File: config.mk
export PLATFORM = sky130hd
export DESIGN_NAME = axi_lite_pair
export DESIGN_NICKNAME = d
export VERILOG_FILES = /design/src/rtl/axi_lite_pair.sv
export SDC_FILE = /design/constraint.sdc
export NUM_CORES = 1
export LEC_CHECK = 0
export CAP_MARGIN = 20
export CORE_MARGIN = 10
export CORE_UTILIZATION = 40
export CTS_CLUSTER_SIZE = 16
export DETAILED_ROUTE_END_ITERATION = 6
export PLACE_DENSITY_LB_ADDON = 0.1
export REMOVE_ABC_BUFFERS = 1
export SYNTH_ARGS = -nofsm -noshare
export SYNTH_HDL_FRONTEND = slang
export SYNTH_SLANG_ARGS = --single-unit
File: constraint.sdc
create_clock -name aclk -period 2.2 [get_ports aclk]
set_clock_uncertainty 0.2 [all_clocks]
set_input_delay 0.55 -clock aclk [delete_from_list [all_inputs] [get_ports aclk]]
set_output_delay 0.55 -clock aclk [all_outputs]
set_load 0.05 [all_outputs]
File: src/rtl/axi_lite_pair.sv
//------------------------------------------------------------------------------
// Module   : axi_lite_pair
// Purpose  : Loopback AXI4-Lite master/slave pair. A single-transaction master
//            writes TEST_DATA to TEST_ADDR on start_write and reads TEST_ADDR
//            back into rdata on start_read. The slave is a register buffer.
//            All five AXI channels are internal.
// Ports    : aclk        - clock, rising edge
//            areset_n    - asynchronous active-low reset
//            start_write - level, launches a write when the master is idle
//            start_read  - level, launches a read when idle (write has priority)
//            rdata       - data captured by the last read
//            resp        - BRESP/RRESP of the last completed transaction
//            busy        - master is not idle
//            wr_done     - one-cycle pulse after the B handshake
//            rd_done     - one-cycle pulse after the R handshake
// Options  : AXI_LITE_PAIR_SLVERR_EN - out-of-range addresses answer SLVERR,
//            writes are dropped and reads return 0. Undefined: upper address
//            bits alias and every response is OKAY.
// Revision : 1.0 - initial release
//------------------------------------------------------------------------------
`default_nettype none

module axi_lite_pair #(
   parameter int                    ADDR_WIDTH = 32,
   parameter int                    DATA_WIDTH = 32,
   parameter int                    DEPTH      = 256,
   parameter logic [ADDR_WIDTH-1:0] TEST_ADDR  = 32'h0000_0004,
   parameter logic [DATA_WIDTH-1:0] TEST_DATA  = 32'hDEAD_BEEF
) (
   input  logic                  aclk,
   input  logic                  areset_n,
   input  logic                  start_write,
   input  logic                  start_read,
   output logic [DATA_WIDTH-1:0] rdata,
   output logic [1:0]            resp,
   output logic                  busy,
   output logic                  wr_done,
   output logic                  rd_done
);

   localparam int         IDX_W  = $clog2(DEPTH);
   localparam int         STRB_W = DATA_WIDTH / 8;
   localparam logic [1:0] OKAY   = 2'b00;
   localparam logic [1:0] SLVERR = 2'b10;

   typedef enum logic [2:0] {
      IDLE = 3'd0,
      WR   = 3'd1,
      WR_B = 3'd2,
      RD_A = 3'd3,
      RD_R = 3'd4
   } state_t;

   state_t state, state_nxt;

   // Internal AXI4-Lite channels
   logic                  awvalid, awready, wvalid, wready;
   logic [ADDR_WIDTH-1:0] awaddr;
   logic [2:0]            awprot;
   logic [DATA_WIDTH-1:0] wdata;
   logic [STRB_W-1:0]     wstrb;
   logic                  bvalid, bready;
   logic [1:0]            bresp;
   logic                  arvalid, arready;
   logic [ADDR_WIDTH-1:0] araddr;
   logic [2:0]            arprot;
   logic                  rvalid, rready;
   logic [DATA_WIDTH-1:0] rdata_bus;
   logic [1:0]            rresp;

   logic aw_hs, ar_hs, b_hs, r_hs;

   assign aw_hs = awvalid && awready;   // W always completes on the same edge
   assign b_hs  = bvalid && bready;
   assign ar_hs = arvalid && arready;
   assign r_hs  = rvalid && rready;

   //---------------------------------------------------------------- master
   assign awaddr = TEST_ADDR;
   assign araddr = TEST_ADDR;
   assign wdata  = TEST_DATA;
   assign wstrb  = '1;
   assign awprot = 3'b000;
   assign arprot = 3'b000;
   assign busy   = (state != IDLE);
   assign bready = (state == WR_B);
   assign rready = (state == RD_R);

   always_ff @(posedge aclk or negedge areset_n) begin
      if (!areset_n) state <= IDLE;
      else           state <= state_nxt;
   end

   always_comb begin
      state_nxt = state;
      case (state)
         IDLE: begin
            if (start_write)     state_nxt = WR;
            else if (start_read) state_nxt = RD_A;
         end
         WR:      if (aw_hs) state_nxt = WR_B;
         WR_B:    if (b_hs)  state_nxt = IDLE;
         RD_A:    if (ar_hs) state_nxt = RD_R;
         RD_R:    if (r_hs)  state_nxt = IDLE;
         default:            state_nxt = IDLE;
      endcase
   end

   // VALIDs are registered one cycle after entering the request state so they
   // never depend combinationally on READY; they drop on the handshake edge.
   always_ff @(posedge aclk or negedge areset_n) begin
      if (!areset_n) begin
         awvalid <= 1'b0;
         wvalid  <= 1'b0;
         arvalid <= 1'b0;
         wr_done <= 1'b0;
         rd_done <= 1'b0;
         rdata   <= '0;
         resp    <= OKAY;
      end else begin
         awvalid <= (state == WR) && !aw_hs;
         wvalid  <= (state == WR) && !aw_hs;
         arvalid <= (state == RD_A) && !ar_hs;
         wr_done <= b_hs;
         rd_done <= r_hs;
         if (b_hs) resp <= bresp;
         if (r_hs) begin
            resp  <= rresp;
            rdata <= rdata_bus;
         end
      end
   end

   //----------------------------------------------------------------- slave
   logic [DATA_WIDTH-1:0] mem [DEPTH];
   logic [IDX_W-1:0]      aw_idx, ar_idx;
   logic                  wr_err, rd_err;

   // Buffer index is the low address bits used directly (no byte shift)
   assign aw_idx = awaddr[IDX_W-1:0];
   assign ar_idx = araddr[IDX_W-1:0];

`ifdef AXI_LITE_PAIR_SLVERR_EN
   assign wr_err = |(awaddr >> IDX_W);
   assign rd_err = |(araddr >> IDX_W);
`else
   assign wr_err = 1'b0;
   assign rd_err = 1'b0;
`endif

   // Accepting AW and W only together keeps both on one edge
   assign awready = awvalid && wvalid && !bvalid;
   assign wready  = awvalid && wvalid && !bvalid;
   assign arready = arvalid && !rvalid;

   always_ff @(posedge aclk or negedge areset_n) begin
      if (!areset_n) begin
         for (int i = 0; i < DEPTH; i++) mem[i] <= '0;
         bvalid    <= 1'b0;
         bresp     <= OKAY;
         rvalid    <= 1'b0;
         rresp     <= OKAY;
         rdata_bus <= '0;
      end else begin
         if (aw_hs && wready) begin
            if (!wr_err) begin
               for (int b = 0; b < STRB_W; b++) begin
                  if (wstrb[b]) mem[aw_idx][b*8 +: 8] <= wdata[b*8 +: 8];
               end
            end
            bvalid <= 1'b1;
            bresp  <= wr_err ? SLVERR : OKAY;
         end else if (b_hs) begin
            bvalid <= 1'b0;
         end

         if (ar_hs) begin
            rvalid    <= 1'b1;
            rresp     <= rd_err ? SLVERR : OKAY;
            rdata_bus <= rd_err ? '0 : mem[ar_idx];
         end else if (r_hs) begin
            rvalid <= 1'b0;
         end
      end
   end

   // Protection fields and upper address bits carry no meaning in this slave
   logic unused_bits;
   assign unused_bits = ^{awprot, arprot, awaddr, araddr};

endmodule

`default_nettype wire

-- After elaboration in Yosys (flattened, before gate mapping)
Index checks and enable logic that the tools add are counted.
- register bits: 14
- bits in latches: 0
- bits in writable memories: 0
- ROM bits: 0
- input bits: 4
- output and inout bits: 37
- logic and storage cells: 52
- memories: 0
- add/subtract/negate cells: 0
- multipliers: 0
- divide/modulo/power cells: 0
- $lt $le $gt $ge: 0
- equal/unequal tests: 9
- shifts and indexed selects: 0
- mux-type cells: 13
- bitwise operators: 0
- reduce and logical (&&, ||, !) cells: 19
- operators with widths (kind ; number):
    $mux W3 ; 6
    $pmux W3 S5 ; 1
    $logic_and A1 B1 Y1 ; 9
    $eq A3 B2 Y1 const B ; 2
    $reduce_bool A2 Y1 ; 3
    $reduce_and A5 Y1 ; 1
    $logic_not A1 Y1 ; 4
    $mux W1 ; 4
    $mux W2 ; 2
    $ne A2 B1 Y1 const B ; 2
    $ne A2 B2 Y1 const B ; 2
    $eq A3 B1 Y1 const B ; 1
    $eq A3 B3 Y1 const B ; 1
    $logic_not A3 Y1 ; 1
    $ne A3 B3 Y1 const B ; 1
    $reduce_bool A3 Y1 ; 1

-- Depth between registers and ports, before layout
Gate-level depths: netlist of the first run.
- depth in word-level cells: 5
- gate-level depth with buffers: 4
- gate-level depth less buffers: 3

-- Least setup slack after synthesis of the first run
Ideal clock, no wire load.
- path type: reg-to-output
- start point: register rdata[0] (netlist name)
- end point: output port rdata[10]
- arrival time: 1283 ps
- data required time: 1450 ps
- setup slack: 167 ps
- cell stages (with the launch flop): 2
- path buffers: 1
- path through: dfrtp_1 -> buf_4
- RTL lines (element ; line ; text):
    end: declaration ; 34 ; output logic [DATA_WIDTH-1:0] rdata,

-- Worst setup path in the final report of the first run
- start point: register state[0]
- end point: output port busy
- word-level cells in the longest chain between the ends: 1
- ends and longest elaborated chain (element ; line ; text):
    start: declaration ; 54 ; state_t state, state_nxt;
    start signal: assignment ; 91 ; else state <= state_nxt;
    $reduce_bool A3 Y1 ; 85 ; assign busy = (state != IDLE);
    end: declaration ; 36 ; output logic busy,
No other way between the ends.

==> results.sh, run 1 <==
export IMPL_clk_latency_ns=0.28
export IMPL_worstReg2RegStart="state[0]"
export IMPL_crit_family="flip-flops"
export IMPL_final_common_cell="buf_12"
export IMPL_synth_area_um2=744
export IMPL_clkPwrFrac=0.117
export IMPL_dp_cells=107
export IMPL_critical_path_max_fanout=10
export IMPL_hold_start="mem[8032]"
export IMPL_die_area_um2=3990
export IMPL_critPathRequiredTime_ns=1.45
export IMPL_status="complete, no violations"
export IMPL_crit_chain="or3_1, buf_4"
export IMPL_crit_buf_inv=1
export IMPL_yosys_warnings=0
export IMPL_cpPeakStageDelay_ns=0.48
export IMPL_ctsResizeCount=0
export IMPL_layout_drive_gt1_share=0.435
export IMPL_core_um2=1750
export IMPL_finalNonFillerCells=110
export IMPL_critPathLaunchType="register"
export IMPL_numCtsBuffers=3
export IMPL_ys_types=22
export IMPL_viasPerCell=4.37
export IMPL_cts_hold_buf=0
export IMPL_drt_wl_total_um=1520
export IMPL_finalHoldViolations=0
export IMPL_setup_viol=0
export IMPL_grt_first_pass_wirelength_um=2500
export IMPL_slew_violations=0
export IMPL_final_cell_mix="buf_12, dfrtp_1, conb_1"
export IMPL_cp_num_cells=2
export IMPL_wl_per_cell_um=13.8
export IMPL_grt_ovfl_total=0
export IMPL_rrSetupSlack_ns=0.73
export IMPL_gp_congestion=0.803
export IMPL_firstDrtPassIters=2
export IMPL_cts_tree="done"
export IMPL_critPathArrivalTime_ns=1.34
export IMPL_synthToLayoutAreaGrowth_pct=52.3
export IMPL_cts_path_max_buffers=2
export IMPL_htree_levels=1
export IMPL_postRouteAntennaNets=0
export IMPL_portBuffers=30
export IMPL_dieHeight_um=63.1
export IMPL_endpoint_kind="primary output"
export IMPL_synth_seq_cells=12
export IMPL_intPower_mw=0.620
export IMPL_grt_max_degree=17
export IMPL_hpwl_um=1330
export IMPL_synth_area_per_cell_um2=9.93
export IMPL_reg2reg_to="rdata[0]"
export IMPL_grt_pass1_vias=478
export IMPL_seqPwrFrac=0.295
export IMPL_dieWidth_um=63.1
export IMPL_min_path_type="register to register"
export IMPL_cts_root_buf="clkbuf_4"
export IMPL_pin_count=41
export IMPL_fmax_ghz=0.478
export IMPL_cts_num_sinks=12
export IMPL_rr_worst_depth=3
export IMPL_drt_iter0_drc=6
export IMPL_rsz0062_at_grt="no"
export IMPL_slowest_stage="dfrtp_1"
export IMPL_post_cts_buffers=0
export IMPL_pwr_density_cell_nw_per_um2=999
export IMPL_syn_inst=75
export IMPL_tightest_slew_ns=0.536
export IMPL_num_vias=481
export IMPL_drc=0
export IMPL_antenna_found_initial=0
export IMPL_initial_core_util=0.427
export IMPL_holdWs_ns=0.262
export IMPL_worstSetupPathType="register to primary output"
export IMPL_min_period_ns=2.09
export IMPL_grt_usage=0.0802
export IMPL_row_count=15
export IMPL_setup_tns_ns=0
export IMPL_hold_depth=1
export IMPL_yosysSeqAreaShare=0.403
export IMPL_p_leak_nw=0.488
export IMPL_min_to="mem[8032]"
export IMPL_final_period_utilization=0.950
export IMPL_p_switching_mw=0.512
export IMPL_max_cap_violations=0
export IMPL_n_antenna_cell=0
export IMPL_slew_headroom=0.642
export IMPL_max_vdd_ir_drop_uv=660
export IMPL_path_clk_slew_ns=0.07
export IMPL_pwr_share_comb=0.587
export IMPL_switching_share=0.452
export IMPL_nets=91
## worst max path at each step
stage / endpoint / start
after global routing: busy / state[0]
after CTS: busy / state[0]
after global placement: busy / state[0]
after detailed placement: busy / state[0]
final: busy / state[0]
after floorplan: rdata[0] / rdata[0]
## Yosys cell counts
cell type / n / share of area
mux2i_1: 1 / 0.013
nor2b_1: 2 / 0.017
nor2_2: 1 / 0.0084
mux2_2: 1 / 0.015
a32oi_1: 1 / 0.012
nand3b_1: 1 / 0.010
nor2_1: 7 / 0.035
and3_4: 1 / 0.015
dfrtp_1: 12 / 0.40
buf_6: 1 / 0.015
and3_2: 1 / 0.010
mux2_4: 1 / 0.020
o21ai_1: 1 / 0.0067
nand2_1: 2 / 0.010
or3_1: 1 / 0.0084
o21ai_0: 1 / 0.0067
buf_4: 33 / 0.33
conb_1: 1 / 0.0050
nor3_1: 1 / 0.0067
nand2b_1: 3 / 0.025
a22o_1: 1 / 0.012
o311ai_0: 1 / 0.012
## sequential cells by signal (all words and copies together) (netlist names)
signal / count
state: 3
arvalid: 1
bvalid: 1
mem: 1
rd_done: 1
rdata: 1
rdata_bus: 1
rvalid: 1
wr_done: 1
wvalid: 1
## power groups by stage
| stage | sequential [mW] | clock (mW) | combinational (mW) |
|---|---|---|---|
| finish | 0.334 | 0.133 | 0.665 |
| global route | 0.346 | 0.153 | 0.696 |
| CTS | 0.333 | 0.140 | 0.672 |
| detailed placement | 0.337 | 0 | 0.672 |
| global placement | 0.334 | 0 | 0.669 |
| floorplan | 0.526 | 0 | 0.170 |
## metal layers
| layer | GRT usage | part of all wire | up-vias |
|---|---|---|---|
| li1 | - | - | 220 |
| met1 | 0.0965 | 0.48 | 217 |
| met2 | 0.0952 | 0.36 | 38 |
| met3 | 0.0495 | 0.13 | 6 |
| met4 | 0.0670 | 0.034 | 0 |
| met5 | 0 | 0 | - |
## cell type report
type / count / area (µm²)
clock buffers: 3 / 22.5
fillers: 133 / 612
multi-input cells: 38 / 219
flip-flops and latches: 12 / 300
well taps: 25 / 31.3
repair buffers: 32 / 561
## cells by family after synthesis
| group | share of synthesized area |
|---|---|
| flops | 0.403 |
| other cells | 0.00504 |
| compound gates | 0.0487 |
| mux | 0.0487 |
| simple gates | 0.146 |
| buf+inv | 0.348 |
## per-stage QoR
stage	setup slack (ns)	instance area (µm²)	power, mW	util
6_report	0.110	1130	1.13	0.649
5_1_grt	0.0531	1130	1.19	0.649
4_1_cts	0.105	1130	1.15	0.649
3_5_place_dp	0.416	1110	1.01	0.637
3_3_place_gp	0.431	1110	1.00	0.637
2_1_floorplan	-6.42	519	0.696	-
(Power assumes the default switching activity.)
==> inputs of run 2 (changes only) <==
--- a/config.mk
+++ b/config.mk
@@ -12,6 +12,8 @@
 export DETAILED_ROUTE_END_ITERATION = 6
 export PLACE_DENSITY_LB_ADDON = 0.1
 export REMOVE_ABC_BUFFERS = 1
+export SETUP_SLACK_MARGIN = 0.5
+export SLEW_MARGIN = 10
 export SYNTH_ARGS = -nofsm -noshare
 export SYNTH_HDL_FRONTEND = slang
 export SYNTH_SLANG_ARGS = --single-unit
==> run 2 against run 1 <==
- sequential share of layout area down 2.8 points
- first-iteration DRC count shrank 33%
- sequential cell count did not move
- clock-buffer cell count did not move
- worst hold slack hardly changed
- maximum frequency is 5.8% higher
- combinational power is 19% higher
- critical path type unchanged
- highest routed layer unchanged
==> results.sh, run 2 (synthesis results as in run 1) <==
export IMPL_cts_hold_buf=0
export IMPL_setup_tns_ns=0
export IMPL_min_path_type="register to register"
export IMPL_cts_path_max_buffers=2
export IMPL_antenna_found_initial=0
export IMPL_worstReg2RegStart="state[0]"
export IMPL_worstSetupPathType="register to primary output"
export IMPL_firstDrtPassIters=4
export IMPL_drc=0
export IMPL_grt_first_pass_wirelength_um=2780
export IMPL_grt_usage=0.0882
export IMPL_tightest_slew_ns=0.540
export IMPL_crit_chain="or3_1, buf_6"
export IMPL_clkPwrFrac=0.109
export IMPL_clk_latency_ns=0.28
export IMPL_postRouteAntennaNets=0
export IMPL_numCtsBuffers=3
export IMPL_setup_viol=0
export IMPL_largest_reg_flops=3
export IMPL_reg2reg_to="rdata[0]"
export IMPL_rsz0062_at_grt="yes"
export IMPL_status="complete, no violations"
export IMPL_p_leak_nw=0.558
export IMPL_slew_violations=0
export IMPL_critical_path_max_fanout=2
export IMPL_drt_iter0_drc=4
export IMPL_synthToLayoutAreaGrowth_pct=71.8
export IMPL_critPathArrivalTime_ns=1.23
export IMPL_cpPeakStageDelay_ns=0.39
export IMPL_htree_levels=1
export IMPL_wl_met3_um=185
export IMPL_fmax_ghz=0.506
export IMPL_slew_headroom=0.639
export IMPL_hold_depth=1
export IMPL_top_layer="met4"
export IMPL_endpoint_kind="primary output"
export IMPL_layout_drive_gt1_share=0.521
export IMPL_portBuffers=30
export IMPL_crit_buf_inv=1
export IMPL_largest_register="state"
export IMPL_drt_wl_total_um=1710
export IMPL_wl_met1_um=799
export IMPL_cp_num_cells=2
export IMPL_pwr_share_comb=0.640
export IMPL_rr_worst_depth=5
export IMPL_dp_cells=107
export IMPL_initial_core_util=0.427
export IMPL_final_common_cell="buf_12"
export IMPL_max_vdd_ir_drop_uv=633
export IMPL_p_switching_mw=0.536
export IMPL_hold_start="mem[8032]"
export IMPL_cts_tree="done"
export IMPL_grt_pass1_vias=537
export IMPL_core_um2=1750
export IMPL_row_count=15
export IMPL_final_cell_mix="buf_12, conb_1, dfrtp_1"
export IMPL_hpwl_um=1330
export IMPL_dieWidth_um=63.1
export IMPL_intPower_mw=0.698
export IMPL_final_period_utilization=0.898
export IMPL_path_clk_slew_ns=0.07
export IMPL_viasPerCell=4.40
export IMPL_rrSetupSlack_ns=0.57
export IMPL_pin_count=41
export IMPL_fillerInstances=119
export IMPL_die_area_um2=3990
export IMPL_utilization=0.733
export IMPL_grt_ovfl_total=0
export IMPL_max_cap_violations=0
export IMPL_dieHeight_um=63.1
export IMPL_cts_root_buf="clkbuf_4"
export IMPL_finalHoldViolations=0
export IMPL_critPathLaunchType="register"
export IMPL_slowest_stage="dfrtp_1"
export IMPL_critPathRequiredTime_ns=1.45
export IMPL_min_to="mem[8032]"
export IMPL_wl_met2_um=670
export IMPL_nets=102
export IMPL_seqPwrFrac=0.251
export IMPL_min_period_ns=1.98
export IMPL_grt_max_degree=13
export IMPL_num_vias=533
export IMPL_wl_per_cell_um=14.1
export IMPL_gp_congestion=0.803
export IMPL_pwr_density_cell_nw_per_um2=965
export IMPL_crit_family="flip-flops"
export IMPL_cts_num_sinks=12
export IMPL_switching_share=0.434
export IMPL_finalNonFillerCells=121
export IMPL_n_antenna_cell=0
## run 2: changes by cell type in the layout (fill, tap and decap cells not counted), sizes merged
cell  previous run  this run
buf             29        40
## run 2: power by group through the flow
stage          combinational (mW)  clock (mW)  sequential [mW]
3_3_place_gp                0.669           0            0.334
6_report                    0.789       0.134            0.310
2_1_floorplan               0.170           0            0.526
5_1_grt                     0.824       0.153            0.318
3_5_place_dp                0.672           0            0.337
4_1_cts                     0.776       0.140            0.309
## run 2: metal layers
metal  track usage  vias up
li1              -      244
met1         0.107      243
met2         0.113       40
met3        0.0459        6
met4        0.0670        0
met5             0        -
## run 2: repair_timing
item                       4_1_cts  5_1_grt
setup endpoints to repair       25       25
resized for setup                8        2
buffers inserted                 8        2
cloned                           1        0
## run 2: worst max path at each step
stage / from / to
2_1_floorplan: rdata[0] / rdata[0]
3_3_place_gp: state[0] / busy
3_5_place_dp: state[0] / busy
4_1_cts: state[2] / busy
5_1_grt: state[2] / busy
6_report: state[2] / busy
## run 2: area by class of cell
| class | instances | area, µm² | area share |
|---|---|---|---|
| timing repair buffer | 43 | 703 | 0.550 |
| sequential | 12 | 303 | 0.237 |
| multi-input combinational | 38 | 219 | 0.171 |
| tap | 25 | 31.3 | 0.0245 |
| clock buffer | 3 | 22.5 | 0.0176 |
## run 2: metrics by stage
stage	hold slack, ns	area (µm²)	power (mW)	setup WS, ns
final	0.262	1280	1.23	0.224
after global placement	0.249	1110	1.00	0.431
after floorplan	0.0544	519	0.696	-6.42
after global routing	0.297	1280	1.29	0.198
after CTS	0.265	1250	1.22	0.231
after detailed placement	0.250	1110	1.01	0.416
